File: src/rtl/pipelined_cla_adder.sv
// Pipelined carry-lookahead add/subtract unit with a global-advance valid/ready
// handshake. Each stage resolves one WIDTH/STAGES-bit slice with grouped lookahead.
module pipelined_cla_adder #(
    parameter int WIDTH  = 32,
    parameter int STAGES = 4,
    parameter int GROUP  = 4
) (
    input  logic             clk,
    input  logic             rst,
    input  logic             in_valid,
    output logic             in_ready,
    input  logic [WIDTH-1:0] a,
    input  logic [WIDTH-1:0] b,
    input  logic             cin,
    input  logic             sub,
    output logic             out_valid,
    input  logic             out_ready,
    output logic [WIDTH-1:0] sum,
    output logic             cout,
    output logic             overflow,
    output logic             zero
);

    localparam int SLICE = WIDTH / STAGES;

    // Returns {carry out of slice, carry into slice MSB, slice sum}.
    function automatic logic [SLICE+1:0] slice_add(input logic [SLICE-1:0] x,
                                                   input logic [SLICE-1:0] y,
                                                   input logic             c0);
        logic [SLICE-1:0] g, p, s;
        logic [SLICE:0]   c;
        logic             cg, gg, gp, term, prop;
        g  = x & y;
        p  = x ^ y;
        c  = '0;
        cg = c0;
        gg = 1'b0;
        gp = 1'b0;
        for (int j = 0; j < SLICE / GROUP; j++) begin
            c[j*GROUP] = cg;
            // Full lookahead inside the group; the last term doubles as group G/P.
            for (int i = 1; i <= GROUP; i++) begin
                term = g[j*GROUP+i-1];
                prop = p[j*GROUP+i-1];
                for (int m = i - 2; m >= 0; m--) begin
                    term = term | (prop & g[j*GROUP+m]);
                    prop = prop & p[j*GROUP+m];
                end
                if (i < GROUP) begin
                    c[j*GROUP+i] = term | (prop & cg);
                end else begin
                    gg = term;
                    gp = prop;
                end
            end
            cg = gg | (gp & cg);
        end
        c[SLICE] = cg;
        s = p ^ c[SLICE-1:0];
        return {c[SLICE], c[SLICE-1], s};
    endfunction

    logic             valid_q [STAGES];
    logic             valid_d [STAGES];
    logic [WIDTH-1:0] sum_q   [STAGES];
    logic [WIDTH-1:0] sum_d   [STAGES];
    logic [WIDTH-1:0] a_q     [STAGES];
    logic [WIDTH-1:0] a_d     [STAGES];
    logic [WIDTH-1:0] b_q     [STAGES];
    logic [WIDTH-1:0] b_d     [STAGES];
    logic             sub_q   [STAGES];
    logic             sub_d   [STAGES];
    logic             c_q     [STAGES];
    logic             c_d     [STAGES];
    logic             cout_q, cout_d;
    logic             ovf_q, ovf_d;
    logic             zero_q, zero_d;

    logic             stg_v   [STAGES];
    logic [WIDTH-1:0] stg_sum [STAGES];
    logic [WIDTH-1:0] stg_a   [STAGES];
    logic [WIDTH-1:0] stg_b   [STAGES];
    logic             stg_sub [STAGES];
    logic             stg_c   [STAGES];
    logic [SLICE+1:0] res     [STAGES];

    logic adv;

    assign out_valid = valid_q[STAGES-1];
    assign adv       = out_ready | ~out_valid;
    assign in_ready  = adv;
    assign sum       = sum_q[STAGES-1];
    assign cout      = cout_q;
    assign overflow  = ovf_q;
    assign zero      = zero_q;

    // Per-stage slice computation; stage 0 takes the ports, later stages the previous registers.
    always_comb begin
        stg_v[0]   = in_valid;
        stg_sum[0] = '0;
        stg_a[0]   = a;
        stg_b[0]   = b;
        stg_sub[0] = sub;
        stg_c[0]   = sub | cin;
        for (int k = 1; k < STAGES; k++) begin
            stg_v[k]   = valid_q[k-1];
            stg_sum[k] = sum_q[k-1];
            stg_a[k]   = a_q[k-1];
            stg_b[k]   = b_q[k-1];
            stg_sub[k] = sub_q[k-1];
            stg_c[k]   = c_q[k-1];
        end
        for (int k = 0; k < STAGES; k++) begin
            res[k] = slice_add(stg_a[k][k*SLICE +: SLICE],
                               stg_b[k][k*SLICE +: SLICE] ^ {SLICE{stg_sub[k]}},
                               stg_c[k]);
            sum_d[k] = stg_sum[k];
            sum_d[k][k*SLICE +: SLICE] = res[k][SLICE-1:0];
            valid_d[k] = stg_v[k];
            a_d[k]     = stg_a[k];
            b_d[k]     = stg_b[k];
            sub_d[k]   = stg_sub[k];
            c_d[k]     = res[k][SLICE+1];
        end
        cout_d = res[STAGES-1][SLICE+1];
        ovf_d  = res[STAGES-1][SLICE+1] ^ res[STAGES-1][SLICE];
        zero_d = ~|sum_d[STAGES-1];
    end

    // Pipeline registers: everything shifts together on advance, holds otherwise.
    always_ff @(posedge clk) begin
        if (rst) begin
            for (int k = 0; k < STAGES; k++) begin
                valid_q[k] <= 1'b0;
                sum_q[k]   <= '0;
                a_q[k]     <= '0;
                b_q[k]     <= '0;
                sub_q[k]   <= 1'b0;
                c_q[k]     <= 1'b0;
            end
            cout_q <= 1'b0;
            ovf_q  <= 1'b0;
            zero_q <= 1'b0;
        end else if (adv) begin
            for (int k = 0; k < STAGES; k++) begin
                valid_q[k] <= valid_d[k];
                sum_q[k]   <= sum_d[k];
                a_q[k]     <= a_d[k];
                b_q[k]     <= b_d[k];
                sub_q[k]   <= sub_d[k];
                c_q[k]     <= c_d[k];
            end
            cout_q <= cout_d;
            ovf_q  <= ovf_d;
            zero_q <= zero_d;
        end
    end

endmodule
File: config.mk
export PLATFORM = sky130hd
export DESIGN_NAME = pipelined_cla_adder
export DESIGN_NICKNAME = d
export VERILOG_FILES = /design/src/rtl/pipelined_cla_adder.sv
export SDC_FILE = /design/constraint.sdc
export NUM_CORES = 1
export LEC_CHECK = 0
export ABC_AREA = 1
export BUFFER_PORTS_ARGS = -buffer_cell sky130_fd_sc_hd__clkbuf_2
export CORE_ASPECT_RATIO = 0.9
export CORE_MARGIN = 2
export CORE_UTILIZATION = 45
export CTS_BUF_LIST = sky130_fd_sc_hd__clkbuf_4 sky130_fd_sc_hd__clkbuf_8
export DETAILED_ROUTE_END_ITERATION = 8
export HOLD_SLACK_MARGIN = 0.12
export MAX_ROUTING_LAYER = met4
export PLACE_DENSITY = 0.62
export SYNTH_ARGS = -nofsm -noshare
export SYNTH_HDL_FRONTEND = slang
export SYNTH_SLANG_ARGS = --single-unit
File: constraint.sdc
create_clock -name clk -period 13.1 [get_ports clk]
set_input_delay 1.31 -clock clk [delete_from_list [all_inputs] [get_ports clk]]
set_output_delay 1.31 -clock clk [all_outputs]
set_load 0.05 [all_outputs]
Word level (Yosys, flattened, before mapping)
Memories as Yosys holds them, arrays and structs flattened.
Cells that the tools add are included.
{ "op_classes": {"muxes": 29, "n_bitwise": 252, "reduce_logical": 2} }
{ "ops": {"columns": ["op", "count"], "rows": [
  ["$mux W32", 12],
  ["$and A1 B1 Y1", 128],
  ["$or A1 B1 Y1", 106],
  ["$xor A8 B8 Y8", 12],
  ["$and A8 B8 Y8", 4],
  ["$reduce_or A32 Y1", 1],
  ["$mux W1", 17],
  ["$logic_not A1 Y1", 1],
  ["$not A1 Y1", 1],
  ["$xor A1 B1 Y1", 1]
]} }
{ "totals": {"reg_bits": 3, "ram_bits": 396, "in_bits": 70, "output_inout_bits": 37, "elab_cells": 292, "mem_count": 6} }
{ "mem_list": {"columns": ["name", "depth", "word_bits", "rd", "rd_clocked_by_memory_dff", "wr", "line", "text"], "rows": [
  ["a_q", 4, 32, 3, 0, 4, "67", "logic [WIDTH-1:0] a_q [STAGES];"],
  ["b_q", 4, 32, 3, 0, 4, "69", "logic [WIDTH-1:0] b_q [STAGES];"],
  ["sum_q", 4, 32, 4, 0, 4, "65", "logic [WIDTH-1:0] sum_q [STAGES];"],
  ["c_q", 4, 1, 3, 0, 4, "73", "logic c_q [STAGES];"],
  ["sub_q", 4, 1, 3, 0, 4, "71", "logic sub_q [STAGES];"],
  ["valid_q", 4, 1, 4, 0, 4, "63", "logic valid_q [STAGES];"]
]} }

Logic depth before layout (Yosys ltp)
Gate-level depths: netlist (run 1).
An unclocked memory read counts as a cell.
{ "depth": {"ltp_word": 13, "ltp_mapped": 16, "depth_no_buf": 15} }

Least setup slack after synthesis (run 1)
Ideal clock, no wire load.
{ "synth_path": {"path_type": "input-to-reg", "from": "input port out_ready", "to": "memory a_q[0][10], enable pin", "setup_ns": 1.500, "t_arrival_ns": 4.502, "required_time_ns": 11.600, "path_slack_ns": 7.099, "path_stages": 2, "path_buffers": 0, "path_cell_list": "nor2_4 > nand2_1"} }
{ "synth_rtl": {"columns": ["item", "line", "text"], "rows": [
  ["start: declaration", "17", "input logic out_ready,"],
  ["end: declaration", "67", null]
]} }

==> results of run 1 <==
==> area by class of cell <==
type / instances / area, um2 / share of cell area
clock buffer: 17 / 234 / 0.0231
multi-input combinational: 433 / 2450 / 0.242
sequential: 189 / 5650 / 0.558
timing repair buffer: 109 / 553 / 0.0546
tap: 255 / 319 / 0.0315
clock inverter: 14 / 143 / 0.0141
inverter: 205 / 774 / 0.0765
==> cells by family (layout without fill, tap and decap cells) <==
kind of cell | after synthesis | count (layout)
adders and majority gates | 40 | 40
DFF | 189 | 189
and+or+nand+nor | 301 | 301
buffers and inverters | 229 | 345
xor gates and xnor gates | 40 | 40
AOI/OAI and AO/OA | 52 | 52
==> sequential cells by signal (all words and copies together), names as in the netlist <==
register,count
c_q,3
b_q,48
sum_q,80
a_q,48
sub_q,3
overflow,1
valid_q,4
zero,1
cout,1
==> per-stage QoR <==
step                      std cells  hold WS [ps]
after floorplan                 851           519
after global routing           1222           515
after global placement         1191           476
after CTS                      1222           487
final                          1222           483
after detailed placement       1191           473
==> synthesized netlist by cell type, types with 3 or more instances <==
cell and instances:
inv_1 203, nand2_1 52, ha_1 32, xor2_1 32
nor2_4 3, nand3_1 25, and3_1 3, fa_1 8
o21ai_0 9, dfxtp_1 3, buf_2 12, buf_4 11
nand4_1 3, edfxtp_1 186, nor2_1 204, a31oi_1 3
a21oi_1 29, nand2_2 6, xnor2_1 8
==> power groups by stage <==
stage / logic (uW) / clock network, uW / registers [uW]
2_1_floorplan: 122 / 0 / 777
3_3_place_gp: 192 / 0 / 751
3_5_place_dp: 194 / 0 / 753
4_1_cts: 196 / 385 / 739
5_1_grt: 221 / 406 / 744
6_report: 193 / 374 / 738
==> layer usage <==
metal | part of all wire | vias up
met2 | 0.49 | 88
met5 | 0 | -
li1 | - | 2864
met1 | 0.47 | 2441
met3 | 0.037 | 8
met4 | 0.0078 | 0
==> final timing paths <==
check	from	end	slack, ps
max	rst	sum_q[0][106]	9500
max reg2reg	valid_q[0][3]	sum_q[0][106]	10010
min reg2reg	zero	zero	480
min	zero	zero	480
==> critical path, stage by stage <==
cell and delay, ps:
clkbuf_2 120, inv_1 100, nand2_4 440, buf_4 820
buf_4 820
==> qor.yml, run 1 <==
path_max_fanout: 75
antenna_cells: 0
crit_required_ps: 13180
htree_levels: 4
synth_mux_area_frac: 0
wirelength_um: 14200
dr.pass1.iters: 4
finalHoldViolCount: 0
leakagePower_uw: 0.00485
grt_busiest_layer: "met2"
final_cell_area_um2: 10100
maxCapViolCount: 0
final_util: 0.511
root_buffer: "clkbuf_8"
path_clk_slew_ps: 90
clock_sinks: 189
reg2regPathDepth: 5
syn_inst: 851
synth_top_cell_area_share: 0.620
synthAdderAreaFrac: 0.0622
hold_depth: 2
globalRouteMet2Util: 0.221
worst_slack_ps: 9500
synth_area_leaders: "edfxtp_1 (62%), nor2_1 (8.5%), inv_1 (8.5%)"
routed_via_density: 4.42
ant_nets: 0
synth_compound_area_frac: 0.0330
p_comb_frac: 0.148
cp-end-kind: "register"
totalPowerFinal_uw: 1310
grt_usage: 0.142
met1_usage: 0.184
fillers: 1816
die_h_um: 138
drc: 0
power.switching_uw: 351
clkLatencyLatePin_ps: 470
vias: 5401
p_per_area_nw_per_um2: 129
synth_seq_cells: 189
dpl_cell_area_um2: 9740
drive_gt1_frac: 0.161
rsz0062_at_grt: "false"
p_int_uw: 955
worst_slew_pin_slew_ps: 956
status: "completed"
setup_tns_ps: 0
seq_area_frac_synth: 0.626
postCtsSetupRepairBufs: 0
die_x_um: 153
port_buffers: 106
relSlewSlack: 0.362
ys.flop_type: "edfxtp_1"
synth_nets: 961
dp_hpwl_um: 9260
initial_core_util: 0.455
global_route.usage.met3: 0.0357
synth_top_cell_by_area: "edfxtp_1"
cp.arrival_ps: 3680
grt_max_degree: 98
fin_crit_sh: 0.275
cts_hold_buffers: 0
fmax_ghz: 0.278
ir_worst_vdd_mv: 0.0632
startpoint_type: "primary input"
yosysUniqueCellTypes: 31
path_class: "primary input to register"
async_flop_share: 0
slew_violations: 0
grt_pass1_wl_um: 23400
antenna_found_initial: 0
worstHoldPathType: "register to register"
pre_cts_ws_ps: 8980
layout_min_cycle_time_ps: 3600
synth-xor-area-share: 0.0389
synth-edff-count: 186
overflow: 0
routabilityCongestion: 0.802
initialDrtViolationCount: 400
p_seq_frac: 0.565
cts_resized: 0
finalClockSkew_ps: 12.4
wl_per_cell_um: 11.6
grt_pass1_vias: 5032
syn2layout_area_growth_pct: 12.3
dieArea_um2: 21200
synthesis.area_um2: 9010
clk_path_buf_depth: 2
cts_tree: "yes"
setup_violations: 0
synth-simple-area-share: 0.137
final_common_cell: "nor2_1"
core_area_um2: 19800
clockPowerShare: 0.286
placementRows: 49
ys_warn_count: 0
switching_share: 0.269
synth_top_family_by_area: "simple AND/OR/NAND/NOR gates"
cts_buffers: 17
ios: 107
synth_area_per_cell_um2: 10.6
nets: 1065
final_cell_mix: "nor2_1 (204), inv_1 (203), edfxtp_1 (186)"
Power figures use the tool's default switching activity.
==> inputs of run 2 (changes only) <==
--- a/config.mk
+++ b/config.mk
@@ -5,7 +5,7 @@
 export SDC_FILE = /design/constraint.sdc
 export NUM_CORES = 1
 export LEC_CHECK = 0
-export ABC_AREA = 1
+export ABC_AREA = 0
 export BUFFER_PORTS_ARGS = -buffer_cell sky130_fd_sc_hd__clkbuf_2
 export CORE_ASPECT_RATIO = 0.9
 export CORE_MARGIN = 2
==> constraint.sdc (replaced) <==
create_clock -name clk -period 3.7 [get_ports clk]
set_input_delay 0.37 -clock clk [delete_from_list [all_inputs] [get_ports clk]]
set_output_delay 0.37 -clock clk [all_outputs]
set_load 0.05 [all_outputs]
==> qor.yml, run 2 <==
path_class: "register to register"  # was primary input to register
seq_area_frac_synth: 0.655  # was 0.626
grt_usage: 0.145  # was 0.142
multi_input_area_um2: 2830  # was 2450 um2
highest_layer: "met4"  # unchanged
core_area_um2: 19000  # was 19,800 um2
met3WireLength_um: 520  # was 526 um
top_register: "sum_q"  # unchanged
maxCapViolCount: 0  # unchanged
crit_slowest_cell: "edfxtp_1"  # was buf_4
clock_sinks: 189  # unchanged
yosysUniqueCellTypes: 53  # was 31
cp.arrival_ps: 3660  # was 3680 ps
hp-start: "a[10]"  # was zero
slew_violations: 0  # unchanged
syn2layout_area_growth_pct: 14.2  # was 12.3%
cts_tree: "yes"  # unchanged
grt_max_degree: 92  # was 98
die_h_um: 135  # was 138 um
worst-path-buf-inv: 0  # was 4
ant_nets: 0  # unchanged
cp-end-kind: "register"  # unchanged
cts_hold_buffers: 0  # unchanged
synth_area_per_cell_um2: 14.0  # was 10.6 um2
clk_path_buf_depth: 2  # unchanged
synth_top_cell_by_area: "edfxtp_1"  # unchanged
ys.flop_type: "edfxtp_1"  # unchanged
hold_depth: 2  # unchanged
p_per_area_nw_per_um2: 459  # was 129 nW/um2
port_buffers: 106  # unchanged
root_buffer: "clkbuf_8"  # unchanged
r2r_setup_slack_ps: 430  # was 10,010 ps
overflow: 0  # unchanged
finalClockSkew_ps: 11.2  # was 12.4 ps
routed_via_density: 4.75  # was 4.42
fin_crit_sh: 0.884
antenna_cells: 0  # unchanged
synthTopCellsByCount: "edfxtp_1 (186), and2_1 (155), xor2_1 (41), nor2_1 (39), ha_1 (32)"  # was nor2_1 (204), inv_1 (203), edfxtp_1 (186), nand2_1 (52)
final_common_cell: "edfxtp_1"  # was nor2_1
crit_chain: "xor2_1 > ha_1 > a21o_1 > nand4_2 > nand2_1 > nor2_1 > fa_1 > nor4b_1 > nand4_1 > nor4_1 > o2111ai_1 > o21ai_1"  # was clkbuf_2 > inv_1 > nand2_4 > buf_4 > buf_4
async_flop_share: 0  # unchanged
regArea_um2: 5650  # unchanged
dieArea_um2: 20300  # was 21,200 um2
startpoint_type: "register"  # was primary input
clkLatencyLatePin_ps: 460  # was 470 ps
crit_required_ps: 4090  # was 13,180 ps
dpl_cell_area_um2: 9460  # was 9740 um2
synth.most_common_cell: "edfxtp_1"  # was nor2_1
path_max_fanout: 8  # was 75
die_x_um: 150  # was 153 um
leakagePower_uw: 0.00437  # was 0.00485 uW
reg2regPathDepth: 12  # was 5
synthesis.area_um2: 8620  # was 9010 um2
vias: 4669  # was 5,401
postCtsSetupRepairBufs: 0  # unchanged
wl_met2_um: 6630  # was 6890 um
finalHoldViolCount: 0  # unchanged
reg_top3: "sum_q: 80 flops, a_q: 48 flops, b_q: 48 flops"  # unchanged
initial_core_util: 0.454  # was 0.455
totalPowerFinal_uw: 4510  # was 1310 uW
synth_nets: 727  # was 961
ys_warn_count: 0  # unchanged
relSlewSlack: 0.511  # was 0.362
cts_buffers: 17  # unchanged
largest_reg_flops: 80  # unchanged
setup_violations: 0  # unchanged
reg2reg_from: "sub_q[0][2]"  # was valid_q[0][3]
worst_slack_ps: 429  # was 9500 ps
rsz0062_at_grt: "false"  # unchanged
hold_ws_ps: 181  # was 483 ps
grt_pass1_vias: 4632  # was 5,032
drc: 0  # unchanged
pre_cts_ws_ps: 460  # was 8980 ps
nets: 832  # was 1,065
htree_levels: 4  # unchanged
synth_seq_cells: 189  # unchanged
fillers: 1667  # was 1,816
initialDrtViolationCount: 234  # was 400
synth_area_leaders: "edfxtp_1 (65%), and2_1 (11%), ha_1 (4.6%)"  # was edfxtp_1 (62%), nor2_1 (8.5%), inv_1 (8.5%)
rr_endpoint: "zero"  # was sum_q[0][106]
crit_family: "simple AND/OR/NAND/NOR gates"  # was buffers and inverters
worstHoldPathType: "primary input to register"  # was register to register
synth-edff-count: 186  # unchanged
placementRows: 48  # was 49
antenna_found_initial: 0  # unchanged
grt_pass1_wl_um: 22300  # was 23,400 um
worst_slew_pin_slew_ps: 733  # was 956 ps
wl_met1_um: 6010  # was 6630 um
wl_per_cell_um: 13.6  # was 11.6 um
fmax_ghz: 0.306
cts_resized: 0  # unchanged
ios: 107  # unchanged
layout_min_cycle_time_ps: 3270
syn_inst: 617  # was 851
routabilityCongestion: 0.889  # was 0.802
synth_top_cell_area_share: 0.648  # was 0.620
wirelength_um: 13400  # was 14,200 um
drive_gt1_frac: 0.210  # was 0.161
ir_worst_vdd_mv: 0.226  # was 0.0632 mV
hold_path_end: "a_q[0][10]"  # was zero
final_cell_area_um2: 9850  # was 10,100 um2
path_clk_slew_ps: 90  # about the same
final_cell_mix: "edfxtp_1 (186), and2_1 (155), clkbuf_2 (106)"  # was nor2_1 (204), inv_1 (203), edfxtp_1 (186)
dr.pass1.iters: 4  # unchanged
setup_tns_ps: 0  # unchanged
slowest_delay_ps: 580  # was 820 ps
status: "completed"  # unchanged
dp_hpwl_um: 9210  # was 9260 um
## run 2: changes by cell type after synthesis, sizes merged, moves of 18 or more
| cell | previous run | this run |
|---|---|---|
| nand3 | 27 | 5 |
| inv | 205 | 16 |
| a21oi | 31 | 13 |
| and2 | 0 | 155 |
| nand2 | 58 | 6 |
| nor2 | 208 | 40 |
## run 2: metrics by stage
stage / util / cells
after floorplan: - / 617
after global placement: 0.498 / 953
after detailed placement: 0.498 / 953
after CTS: 0.519 / 983
after global routing: 0.519 / 983
final: 0.519 / 983
## run 2: cell families after synthesis
group	count (synthesis)	share of synthesized area
simple gates	250	0.173
flops	189	0.655
compound gates	51	0.0412
xor+xnor	46	0.0467
buf+inv	40	0.0184
fa+ha+maj	40	0.0650
mux	1	0.00116
## run 2: layout make-up
type | count | area share
sequential | 189 | 0.573
clock inverter | 12 | 0.0150
timing repair buffer | 110 | 0.0607
tap | 250 | 0.0318
inverter | 16 | 0.00699
clock buffer | 18 | 0.0245
multi-input combinational | 388 | 0.288
## run 2: layer usage
layer / GRT usage / up-vias
met4: 0.0519 / 0
met3: 0.0377 / 18
met5: - / -
met2: 0.234 / 96
li1: - / 2390
met1: 0.179 / 2165
## run 2: worst max path at each step
| stage | cells after the start | startpoint | to | slack [ps] |
|---|---|---|---|---|
| after floorplan | 4 | valid_q[0][3] | a_q[0][10] | -600 |
| after global placement | 12 | sub_q[0][2] | zero | 720 |
| after detailed placement | 12 | sub_q[0][2] | zero | 460 |
| after CTS | 12 | sub_q[0][2] | zero | 440 |
| after global routing | 12 | sub_q[0][2] | zero | 140 |
| final | 12 | sub_q[0][2] | zero | 430 |
## run 2: report_power, final
part,internal (uW),total (uW),switching (uW)
combinational,235,581,346
sequential,2530,2590,61.4
clock,664,1340,681
total,3430,4510,1090
==> inputs of run 3 (changes only) <==
--- a/config.mk
+++ b/config.mk
@@ -7,6 +7,8 @@
 export LEC_CHECK = 0
 export ABC_AREA = 0
 export BUFFER_PORTS_ARGS = -buffer_cell sky130_fd_sc_hd__clkbuf_2
+export CELL_PAD_IN_SITES_DETAIL_PLACEMENT = 1
+export CELL_PAD_IN_SITES_GLOBAL_PLACEMENT = 1
 export CORE_ASPECT_RATIO = 0.9
 export CORE_MARGIN = 2
 export CORE_UTILIZATION = 45
@@ -14,7 +16,7 @@
 export DETAILED_ROUTE_END_ITERATION = 8
 export HOLD_SLACK_MARGIN = 0.12
 export MAX_ROUTING_LAYER = met4
-export PLACE_DENSITY = 0.62
+export PLACE_DENSITY = 0.74
 export SYNTH_ARGS = -nofsm -noshare
 export SYNTH_HDL_FRONTEND = slang
 export SYNTH_SLANG_ARGS = --single-unit
==> qor.yml, run 3 (synthesis gave the netlist of run 2 again) <==
status: "completed"  # unchanged
p_seq_frac: 0.555  # was 0.573
grt_pass1_vias: 5044  # was 4,632
ios: 107  # unchanged
cp-end-kind: "register"  # unchanged
postCtsSetupRepairBufs: 0  # unchanged
htree_levels: 4  # unchanged
root_buffer: "clkbuf_8"  # unchanged
fin_crit_sh: 0.878  # was 0.884
final_common_cell: "edfxtp_1"  # unchanged
fillers: 1941  # was 1,667
hold_ws_ps: 174  # was 181 ps
fmax_ghz: 0.308  # was 0.306 GHz
p_int_uw: 3510  # was 3430 uW
cts_tree: "yes"  # unchanged
clkLatencyLatePin_ps: 470  # was 460 ps
antenna_cells: 0  # unchanged
cts_resized: 0  # unchanged
setup_violations: 0  # unchanged
wl_per_cell_um: 15.8  # was 13.6 um
leakagePower_uw: 0.00437  # about the same
worstHoldPathType: "primary input to register"  # unchanged
finalClockSkew_ps: 13.0  # was 11.2 ps
final_cell_mix: "edfxtp_1 (186), and2_1 (155), clkbuf_2 (106)"  # unchanged
die_h_um: 135  # unchanged
initial_core_util: 0.454  # unchanged
final_cell_area_um2: 9870  # was 9850 um2
relSlewSlack: 0.269  # was 0.511
dpl_cell_area_um2: 9440  # was 9460 um2
maxCapViolCount: 0  # unchanged
antenna_found_initial: 0  # unchanged
grt_pass1_wl_um: 24900  # was 22,300 um
dp_hpwl_um: 10600  # was 9210 um
ir_worst_vdd_mv: 0.209  # was 0.226 mV
reg_top3: "sum_q: 80 flops, a_q: 48 flops, b_q: 48 flops"  # unchanged
slew_violations: 0  # unchanged
switching_share: 0.248  # was 0.241
cts_buffers: 17  # unchanged
finalHoldViolCount: 0  # unchanged
p_per_area_nw_per_um2: 473  # was 459 nW/um2
nets: 831  # was 832
routed_via_density: 4.93  # was 4.75
dr.pass1.iters: 7  # was 4
overflow: 0  # unchanged
path_clk_slew_ps: 100  # was 90 ps
drc: 0  # unchanged
largest_reg_flops: 80  # unchanged
cts_hold_buffers: 0  # unchanged
syn2layout_area_growth_pct: 14.5  # was 14.2%
rsz0062_at_grt: "false"  # unchanged
core_area_um2: 19000  # unchanged
clk_path_buf_depth: 2  # unchanged
die_x_um: 150  # unchanged
crit_required_ps: 4100  # was 4090 ps
path_max_fanout: 8  # unchanged
power.switching_uw: 1160  # was 1090 uW
routabilityCongestion: 0.843  # was 0.889
startpoint_type: "register"  # unchanged
ant_nets: 0  # unchanged
top_register: "sum_q"  # unchanged
grt_max_degree: 187  # was 92
dieArea_um2: 20300  # unchanged
port_buffers: 106  # unchanged
grt_usage: 0.166  # was 0.145
placementRows: 48  # unchanged
path_class: "register to register"  # unchanged
setup_tns_ps: 0  # unchanged
cp.arrival_ps: 3650  # was 3660 ps
p_comb_frac: 0.128  # was 0.129
initialDrtViolationCount: 277  # was 234
drive_gt1_frac: 0.211  # was 0.210
layout_min_cycle_time_ps: 3250  # was 3270 ps
clock_sinks: 189  # unchanged
vias: 4854  # was 4,669
clockPowerShare: 0.316  # was 0.298
wirelength_um: 15600  # was 13,400 um
worst_slew_pin_slew_ps: 1100  # was 733 ps
-- run 3: cell types whose count changed in the layout (fill, tap and decap cells not counted), sizes merged --
cell / change
buf: -1
clkinv: -3
bufinv: +1
clkinvlp: +2
inv: +2
-- run 3: routing by layer --
metal / routed length (um) / vias up / global-route usage
met5: 0 / - / -
met4: 184 / 0 / 0.0445
met3: 582 / 18 / 0.0421
met2: 7970 / 91 / 0.286
met1: 6850 / 2364 / 0.193
li1: - / 2381 / -
-- run 3: final cells by class --
cell class	instances	area, um2	share of cell area
clock inverters	14	191	0.0194
multi-input cells	388	2830	0.287
repair buffers	109	578	0.0586
flip-flops and latches	189	5650	0.572
well taps	250	313	0.0317
clock buffers	18	241	0.0245
inverters	16	68.8	0.00697
-- run 3: path summary, 6_finish.rpt --
kind / from / endpoint / slack [ps] / cells after the start
hold / removal: a[21] / a_q[0][21] / 170 / 2
hold reg to reg: zero / zero / 480 / 2
setup / recovery: sub_q[0][2] / zero / 450 / 12
setup reg to reg: sub_q[0][2] / zero / 450 / 12
-- run 3: through the flow --
step / utilization / setup slack (ps) / total power [uW] / cells
floorplan: - / -597 / 3060 / 617
global placement: 0.497 / 731 / 3210 / 952
detailed placement: 0.497 / 491 / 3250 / 952
CTS: 0.520 / 478 / 4720 / 984
global route: 0.520 / 206 / 4860 / 984
finish: 0.520 / 453 / 4670 / 984
-- run 3: power by group through the flow --
stage / Combinational, uW / Clock [uW] / Sequential (uW)
floorplan: 350 / 0 / 2710
global placement: 574 / 0 / 2640
detailed placement: 604 / 0 / 2650
CTS: 608 / 1510 / 2600
global route: 665 / 1580 / 2610
finish: 600 / 1480 / 2590
-- run 3: worst max-delay path: stages (launching register included) --
cell,delay [ps]
edfxtp_1,580
xor2_1,260
ha_1,300
a21o_1,150
nand4_2,140
nand2_1,140
nor2_1,80
fa_1,530
nor4b_1,270
nand4_1,140
nor4_1,310
o2111ai_1,160
o21ai_1,130
